## src/rtl/mac_seq_ctrl.sv

```systemverilog
// mac_seq_ctrl: control sequencer for the SRAM / multiplier / adder
// multiply-accumulate datapath. A start request loads the coefficient,
// clears the accumulator, then walks len SRAM words (read, multiply,
// accumulate per element) and finally writes the sum back to dest.
module mac_seq_ctrl #(
  parameter int ADDR_WIDTH = 4,
  parameter int DEPTH      = 2 ** ADDR_WIDTH
) (
  input  logic                  clk,
  input  logic                  rst,        // asynchronous, active-low
  input  logic                  start,
  input  logic [ADDR_WIDTH:0]   len,
  input  logic [ADDR_WIDTH-1:0] base_addr,
  input  logic [ADDR_WIDTH-1:0] dest_addr,
  output logic                  busy,
  output logic                  done,
  output logic                  chip_en,
  output logic                  ren,
  output logic                  wen,
  output logic [ADDR_WIDTH-1:0] raddr,
  output logic [ADDR_WIDTH-1:0] waddr,
  output logic                  ld_coef,
  output logic                  clr_acc,
  output logic                  ld_prod,
  output logic                  ld_acc
);

  typedef enum logic [2:0] {
    S_IDLE,
    S_CLEAR,
    S_RD,
    S_MUL,
    S_ACC,
    S_WR,
    S_DONE
  } state_e;

  // Largest element count a single operation may walk.
  localparam logic [ADDR_WIDTH:0] MAX_LEN = (ADDR_WIDTH + 1)'(DEPTH);

  state_e                state_q, state_d;
  logic [ADDR_WIDTH:0]   cnt_q,   cnt_d;
  logic [ADDR_WIDTH:0]   len_q,   len_d;
  logic [ADDR_WIDTH-1:0] base_q,  base_d;
  logic [ADDR_WIDTH-1:0] dest_q,  dest_d;
  logic [ADDR_WIDTH-1:0] ptr_q,   ptr_d;
  logic [ADDR_WIDTH:0]   cnt_inc;

  assign cnt_inc = cnt_q + 1'b1;

  // State and operand registers; reset aborts any operation in flight.
  // NOTE: sequential state uses non-blocking assignments so every register
  // samples the pre-edge values regardless of statement order.
  always_ff @(posedge clk or negedge rst) begin
    if (!rst) begin
      state_q <= S_IDLE;
      cnt_q   <= '0;
      len_q   <= '0;
      base_q  <= '0;
      dest_q  <= '0;
      ptr_q   <= '0;
    end else begin
      state_q <= state_d;
      cnt_q   <= cnt_d;
      len_q   <= len_d;
      base_q  <= base_d;
      dest_q  <= dest_d;
      ptr_q   <= ptr_d;
    end
  end

  // Next-state logic: capture on start, walk the elements, then write back.
  // NOTE: every variable gets a hold default before the case so no path
  // leaves one unassigned, which would infer a latch.
  always_comb begin
    state_d = state_q;
    cnt_d   = cnt_q;
    len_d   = len_q;
    base_d  = base_q;
    dest_d  = dest_q;
    ptr_d   = ptr_q;
    unique case (state_q)
      S_IDLE: begin
        if (start) begin
          len_d   = (len > MAX_LEN) ? MAX_LEN : len;
          base_d  = base_addr;
          dest_d  = dest_addr;
          state_d = S_CLEAR;
        end
      end
      S_CLEAR: begin
        cnt_d   = '0;
        ptr_d   = base_q;
        state_d = (len_q == '0) ? S_DONE : S_RD;
      end
      S_RD:  state_d = S_MUL;
      S_MUL: state_d = S_ACC;
      S_ACC: begin
        cnt_d   = cnt_inc;
        ptr_d   = ptr_q + 1'b1;  // wraps modulo DEPTH by width
        state_d = (cnt_inc == len_q) ? S_WR : S_RD;
      end
      S_WR:    state_d = S_DONE;
      S_DONE:  state_d = S_IDLE;
      default: state_d = S_IDLE;
    endcase
  end

  // Moore output decode from state, read pointer and captured destination.
  always_comb begin
    busy    = (state_q != S_IDLE);
    done    = 1'b0;
    chip_en = 1'b0;
    ren     = 1'b0;
    wen     = 1'b0;
    raddr   = '0;
    waddr   = '0;
    ld_coef = 1'b0;
    clr_acc = 1'b0;
    ld_prod = 1'b0;
    ld_acc  = 1'b0;
    unique case (state_q)
      S_CLEAR: begin
        ld_coef = 1'b1;
        clr_acc = 1'b1;
      end
      S_RD: begin
        chip_en = 1'b1;
        ren     = 1'b1;
        raddr   = ptr_q;
      end
      S_MUL: ld_prod = 1'b1;
      S_ACC: ld_acc  = 1'b1;
      S_WR: begin
        chip_en = 1'b1;
        wen     = 1'b1;
        waddr   = dest_q;
      end
      S_DONE:  done = 1'b1;
      default: ;
    endcase
  end

endmodule
```

## config.mk

```make
export PLATFORM = sky130hd
export DESIGN_NAME = mac_seq_ctrl
export DESIGN_NICKNAME = d
export VERILOG_FILES = /design/src/rtl/mac_seq_ctrl.sv
export SDC_FILE = /design/constraint.sdc
export NUM_CORES = 1
export LEC_CHECK = 0
export ABC_AREA = 1
export ABC_CLOCK_PERIOD_IN_PS = 1400
export CAP_MARGIN = 0
export CORE_UTILIZATION = 44
export CTS_CLUSTER_SIZE = 30
export DETAILED_ROUTE_END_ITERATION = 6
export GPL_ROUTABILITY_DRIVEN = 0
export PLACE_DENSITY = 0.75
export REMOVE_ABC_BUFFERS = 1
export SLEW_MARGIN = 40
export SYNTH_ARGS = -nofsm -noshare
export SYNTH_HDL_FRONTEND = slang
export SYNTH_SLANG_ARGS = --single-unit
```

## constraint.sdc

```tcl
create_clock -name clk -period 1.4 [get_ports clk]
set_input_delay 0.28 -clock clk [delete_from_list [all_inputs] [get_ports clk]]
set_output_delay 0.28 -clock clk [all_outputs]
set_load 0.01 [all_outputs]
```

Word-level counts from Yosys, hierarchy flattened
Cells that the tools add are included.

word-level totals
  bits in registers = 25
  input port bits = 16
  output and inout bits = 17
  word-level logic and storage cells = 39

operators by class
  add/subtract/negate cells = 2
  $lt $le $gt $ge = 1
  eq/ne operators = 8
  mux-type cells = 16
  reductions and logical operators = 6

operator list
  kind                                                                    number
  3-bit one-hot mux with 6 select lines                                   1
  5-bit one-hot mux with 2 select lines                                   1
  3-bit equality test (second input constant)                             3
  3-bit two-way mux                                                       3
  4-bit two-way mux                                                       2
  4-bit one-hot mux with 2 select lines                                   1
  1-bit two-way mux                                                       7
  3-bit by 2-bit equality test with 1-bit output (second input constant)  2
  5-bit by 1-bit adder with 5-bit output (second input constant)          1
  5-bit equality test                                                     1
  5-bit greater-than comparator (second input constant)                   1
  5-bit logical NOT                                                       1
  5-bit two-way mux                                                       1
  4-bit by 1-bit adder with 4-bit output (second input constant)          1
  3-bit by 1-bit equality test with 1-bit output (second input constant)  1
  3-bit logical NOT                                                       1
  3-bit nonzero test                                                      1
  2-bit != test (second input constant)                                   1
  2-bit AND reduction                                                     1
  2-bit nonzero test                                                      1
  2-bit OR reduction                                                      1

Logic depth before layout (Yosys ltp)
Gate-level depths: netlist (run 1).

  depth after elaboration = 4
  depth in mapped cells = 10
  depth with buffers taken out = 10

Least setup slack after synthesis (run 1)
No wires, ideal clock.

  kind = reg-to-output
  start point = register state_q[2]
  end point = output raddr[0]
  arrival = 1160 ps
  required time = 1120 ps
  path slack = -40 ps
  stages on the path, launching flop included = 6
  buffers on the path = 0
  path through = dfrtp_1 > nor2_4 > inv_2 > nor2_1 > inv_2 > nor2_1

between the ends
  cells in the longest elaborated chain, start to end = 2

ends and longest elaborated chain
  element                                         line  RTL
  start: declaration                              41    state_e state_q, state_d;
  start signal: assignment                        63    state_q <= state_d;
  3-bit by 2-bit equality test with 1-bit output  122   unique case (state_q)
  4-bit two-way mux                               122
  end: declaration                                20    output logic [ADDR_WIDTH-1:0] raddr,

No other way between the ends.

Worst setup path in the final report (run 1)
  start point = register state_q[2]
  end point = output raddr[3]

The elaborated chain is that of the path after synthesis.

==> qor.csv, run 1 <==
metric;value;unit
Max VDD drop;0.937;mV
Final Total Pwr;0.00462;W
DIE HEIGHT;58.3;um
Detailed Place HPWL;2500;um
DRT iter0 DRCs;58;
synthesized area per cell;8.07;um2
Clock Tree Root;clkbuf_4;
Max Root-Sink Buffers;2;
CP peak stage delay;0.44;ns
I/O pins;33;
minimum clock period;1.74;ns
Clk Latency, worst-skew pair;0.32;ns
grt total ovfl;0;
routed len/inst;13.7;um
Synth area leader;dfrtp_1;
num rows;20;
Setup-failing EPs final;31;
Max-slew headroom;0.786;
area share of the largest cell type after synthesis;0.448;
RSZ-0062 raised after global routing;true;
most frequent cells in the layout;nand2_1 (36), dfrtp_1 (25), buf_4 (22), inv_1 (20), buf_6 (17);
post-route ant nets;0;
crit path capture type;output port;
Fill cells;230;
Clock Pin Slew Worst Setup and Hold Paths;0.14;ns
worst slew pin tran;0.318;ns
yosys warns;0;
TritonRoute pass-1 iters;4;
largest net degree at the start of global routing;26;
Worst Hold Class;primary input to async pin;
Slew Limit Fails;0;
max cap viols;0;
Post-Route WL;3920;um
outcome;finished with violations;
failing checks;setup timing;
FF/Latch Area;626;um2
Setup WS post-layout;-0.340;ns
clk sinks;25;
area delta synth->final;58.9;%
Die W;58.3;um
kind of critical path;register to output port;
pre-CTS WS;-0.337;ns
#FFs+latches synth;25;
crit path DAT;1.46;ns
CP max FO;5;
data required time of the worst path;1.12;ns
CP dominant cell by count;nor2_4;
area occupied by multi-input gates;738;um2
top cells by area, synth;dfrtp_1 (45%), nand2_1 (10%), inv_1 (5.6%), o21ai_1 (4.7%), nand3_2 (3.6%);
vias per inst;4.97;
Die ar.;3400;um2
worst-path cell chain;buf_6, nor2_4, inv_2, nor2_4, inv_4, nor2_2, buf_2;
CTS tree;done;
I/O Buffers;32;
Layout Nets;261;
share of cells above drive strength 1;0.426;
initial antenna violation count;0;
Pleak;1.06;nW
vias in the first global route;1416;
Mapped Cells;173;
routed vias;1422;
Slowest cell on crit path;dfrtp_1;
kind of start point of the critical path;register;
power density over the cells;2080;nW/um2
Inserted Diodes;0;
first-pass GRT wire length;5970;um
commonest non-fill, non-tap cell in the layout;nand2_1;
achievable frequency;575;MHz
# H-tree levels;1;
Tcrit/Tclk final;1.24;
Core Region;3030;um2
initial core utilization;0.461;
Netlist cell types;26;
Synth Cell Area;1400;um2
Final Hold Fails;0;
sequential share of the synthesized area;0.448;
GRT Overall Usage;0.233;
Clock Skew;0.00532;ns
DRC viols;0;
Inserted Clock Buffers;3;
[final cells by class]
cell class,count,share of cell area
inverters,32,0.0620
well taps,44,0.0248
clock inverters,1,0.00338
clock buffers,3,0.0102
flip-flops and latches,25,0.282
repair buffers,68,0.285
multi-input cells,113,0.333
[repair_timing]
action                                  in CTS  in global routing
pin swaps                                    7                  9
setup buffers                               11                  6
endpoints found under the setup margin      19                 39
hold buffers                                 0                  0
gates cloned                                 0                  2
gates resized for setup                     91                 27
[cells in the mapped netlist]
library cell and instances:
a21boi_0 1, a21oi_1 4, a21oi_2 1, a22oi_1 1, buf_4 2, buf_6 1
dfrtp_1 25, ha_1 2, inv_1 21, inv_2 10, inv_4 1, nand2_1 39
nand2_2 5, nand3_1 7, nand3_2 5, nand3_4 1, nand4_1 4, nor2_1 12
nor2_4 3, nor3_1 5, nor3_4 1, o21ai_0 1, o21ai_1 13, o221ai_1 1
o22ai_1 5, xor2_1 2
[per-stage QoR]
step                      hold slack, ns  setup TNS [ns]  cell area [um2]  cells   util
after floorplan                  -0.0156          -0.165             1370    170      -
after global placement             0.468           -3.92             1920    267  0.633
after detailed placement           0.475           -4.47             1920    267  0.633
after CTS                          0.295           -3.93             2050    282  0.676
after global routing               0.326           -7.99             2220    286  0.733
final                              0.297           -6.05             2220    286  0.733
[power breakdown]
part           leakage (nW)  internal (W)  switching, W  total, W
sequential            0.317       0.00102      0.000186   0.00121
combinational         0.728       0.00148       0.00159   0.00307
clock                0.0139      0.000109      0.000224  0.000333
[state kept, by name, summed over array words and instances (netlist names)]
name     cells
base_q       4
cnt_q        5
dest_q       4
len_q        5
ptr_q        4
state_q      3
[cells by family (layout without fill, tap and decap cells)]
kind of cell             count (synthesis)  after routing  share of synthesized area
AND/OR/NAND/NOR                         82             82                      0.305
buffers and inverters                   35            104                      0.107
AO/OA/AOI/OAI                           27             27                      0.110
flip-flops                              25             25                      0.448
adder cells (fa/ha/maj)                  2              2                     0.0179
XOR/XNOR                                 2              2                     0.0125
[worst paths after layout]
| kind | from | endpoint | slack, ns | depth (start not counted) |
|---|---|---|---|---|
| max in group asynchronous | rst | state_q[2]$_DFFE_PN0P_ | 0.87 | 2 |
| max reg2reg | state_q[2]$_DFFE_PN0P_ | len_q[2]$_DFFE_PN0P_ | -0.13 | 9 |
| min reg2reg | base_q[3]$_DFFE_PN0P_ | base_q[3]$_DFFE_PN0P_ | 0.53 | 2 |
| min in group clk | dest_addr[3] | dest_q[3]$_DFFE_PN0P_ | 0.48 | 3 |
| max | state_q[2]$_DFFE_PN0P_ | raddr[3] | -0.34 | 7 |
| min | rst | dest_q[1]$_DFFE_PN0P_ | 0.30 | 2 |
[critical path: cells and delay by family (launching register included)]
kind	cells	cell delay, ns
buffers and inverters	4	0.40
and+or+nand+nor	3	0.32
DFF	1	0.44
[metal layers]
layer	global-route usage	up-vias	routed length (um)
met1	0.260	670	1520
li1	-	696	-
met5	0	-	0
met2	0.427	46	2150
met3	0.0220	10	131
met4	0.143	0	116
No activity file was read; power rests on OpenSTA's default activity.
==> inputs of run 2 (changes only) <==
Settings changed: ABC_AREA 1 to not set, CORE_UTILIZATION 44 to 43, PLACE_DENSITY 0.75 to not set, PLACE_DENSITY_LB_ADDON set to 0.1.
==> run 2 against run 1 <==
  * Setup slack worse by 0.055 ns
  * Sequential power about the same
  * First-iteration DRC count down 53%
  * Die area down 2.6%
  * The flow finishes with violations (DRC, setup timing)
  * Clock power down 3%
  * Area after synthesis down 4.9%
  * Register-to-register slack worse by 0.15 ns
  * Critical path type unchanged
  * Global-route usage down 1.2 points
  * Cell count down 18%
  * Highest routed layer unchanged
  * Routed wire length down 4.8%
  * Final area down 0.85%
==> qor.csv, run 2 <==
metric;value;unit
crit path capture type;output port;
Detailed Place HPWL;2300;um
share of cells above drive strength 1;0.520;
kind of critical path;register to output port;
achievable frequency;557;MHz
setup slack, reg-to-reg;-0.28;ns
largest net degree at the start of global routing;26;
Pleak;1.06;nW
Cell Area, Placed;1840;um2
Die W;57.6;um
top cells by area, synth;dfrtp_1 (47%), mux2_2 (5.9%), xnor2_1 (4.0%), and3_1 (3.8%), nand2_1 (2.8%);
GRT busiest layer;met2;
Worst Setup EP;raddr[1];
Netlist cell types;43;
Synth area leader;dfrtp_1;
Layout Utilization;0.778;
minimum clock period;1.80;ns
CTS tree;done;
met1 Use GR;0.282;
Inserted Diodes;0;
GRT Overall Usage;0.221;
I/O Buffers;32;
RSZ-0062 raised after global routing;true;
Hold Buf Count CTS;0;
Largest regs;cnt_q (5), len_q (5);
routed vias;1260;
failing checks;DRC, setup timing;
Setup WS post-layout;-0.395;ns
post-route ant nets;0;
Post-Route WL;3740;um
#FFs+latches synth;25;
Inserted Clock Buffers;3;
most frequent cells after synthesis;dfrtp_1 (25), nand2_1 (10), and3_1 (8), mux2_2 (7);
met3 usage;0.0249;
Worst Hold Class;primary input to async pin;
Clk Latency, worst-skew pair;0.31;ns
Layout Nets;223;
clk sinks;25;
Max Root-Sink Buffers;2;
worst r2r src;state_q[2]$_DFFE_PN0P_;
crit path DAT;1.52;ns
TritonRoute pass-1 iters;6;
yosys warns;0;
max cap viols;0;
first-pass GRT wire length;5600;um
pre-CTS WS;-0.434;ns
commonest non-fill, non-tap cell in the layout;buf_4;
ys flop type;dfrtp_1;
crit path from;state_q[2]$_DFFE_PN0P_;
Final Total Pwr;0.00426;W
initial antenna violation count;0;
Clock Pin Slew Worst Setup and Hold Paths;0.14;ns
Fill cells;189;
DIE HEIGHT;57.6;um
Synth Cell Area;1330;um2
reg2reg end;base_q[1]$_DFFE_PN0P_;
Core Region;2830;um2
most frequent cells in the layout;buf_4 (30), buf_6 (26), dfrtp_1 (24), clkdlybuf4s50_1 (15);
area occupied by multi-input gates;752;um2
synthesized area per cell;10.5;um2
# H-tree levels;1;
Die ar.;3310;um2
vias per inst;5.36;
power density over the cells;1940;nW/um2
DRC viols;4;
data required time of the worst path;1.12;ns
I/O pins;33;
grt met2 use;0.390;
asr flop ratio synth;1.00;
DRT iter0 DRCs;27;
routed len/inst;15.9;um
area share of the largest cell type after synthesis;0.471;
number of synthesized flops with an enable pin;0;
Final Hold Fails;0;
most common cell in the synthesized netlist;dfrtp_1;
sequential share of the synthesized area;0.471;
initial core utilization;0.469;
Max VDD drop;0.907;mV
Slew Limit Fails;0;
Clock Skew;0.00108;ns
vias in the first global route;1226;
grt total ovfl;0;
area delta synth->final;65.7;%
CP max FO;7;
Setup-failing EPs final;41;
Register-to-Register Path Depth;7;
post-route cell area;2200;um2
Mapped Cells;126;
kind of start point of the critical path;register;
Max-slew headroom;0.785;
outcome;finished with violations;
Tcrit/Tclk final;1.28;
num rows;19;
Clock Tree Root;clkbuf_4;
worst slew pin tran;0.322;ns
FF/Latch Area;627;um2
[run 2: stage by stage]
| stage | instances | hold slack, ns | setup TNS (ns) |
|---|---|---|---|
| 2_1_floorplan | 121 | -0.0156 | -0.762 |
| 3_3_place_gp | 209 | 0.479 | -7.79 |
| 3_5_place_dp | 209 | 0.490 | -9.01 |
| 4_1_cts | 228 | 0.308 | -8.49 |
| 5_1_grt | 235 | 0.335 | -12.12 |
| 6_report | 235 | 0.302 | -10.66 |
[run 2: how the worst min path moves through the flow]
stage                                startpoint               endpoint
after floorplan                             rst  base_q[0]$_DFFE_PN0P_
after global placement    dest_q[0]$_DFFE_PN0P_  dest_q[0]$_DFFE_PN0P_
after detailed placement  dest_q[2]$_DFFE_PN0P_  dest_q[2]$_DFFE_PN0P_
after CTS                                   rst  base_q[3]$_DFFE_PN0P_
after global routing                        rst  base_q[3]$_DFFE_PN0P_
final                                       rst  base_q[3]$_DFFE_PN0P_
[run 2: final cells by class]
cell class                 count  area share
clock buffer                   3      0.0102
clock inverter                 1     0.00228
inverter                       4      0.0114
multi-input combinational     92       0.342
sequential                    25       0.285
tap                           31      0.0176
timing repair buffer          79       0.332
[run 2: per-layer routing]
metal / up-vias / part of all wire
met4: 0 / 0.023
met1: 618 / 0.42
li1: 606 / -
met3: 7 / 0.036
met2: 29 / 0.52
met5: - / 0
[run 2: cell families after synthesis]
logic type	count (synthesis)	synth area share
and+or+nand+nor	48	0.210
DFF	25	0.471
AOI/OAI and AO/OA	24	0.119
xor gates and xnor gates	9	0.0594
buffers and inverters	9	0.0452
muxes	9	0.0763
adders and majority gates	2	0.0188
[run 2: critical path, stage by stage, from the launching register on]
cell and delay (ns):
dfrtp_1 0.46, buf_6 0.16, nor2_4 0.16, buf_6 0.14
and3_4 0.18, buf_6 0.09
[run 2: power by group]
group	internal [W]	switching [W]	leakage (nW)
logic	0.00158	0.00112	0.727
registers	0.00101	0.000236	0.311
clock network	0.000107	0.000216	0.0177
[run 2: what timing repair did]
action                                  in CTS  in global routing
gates resized for setup                     94                 30
endpoints found under the hold margin        0                  0
buffers inserted                            14                  7
endpoints found under the setup margin      42                 42
pin swaps                                   13                 13
gates cloned                                 1                  0
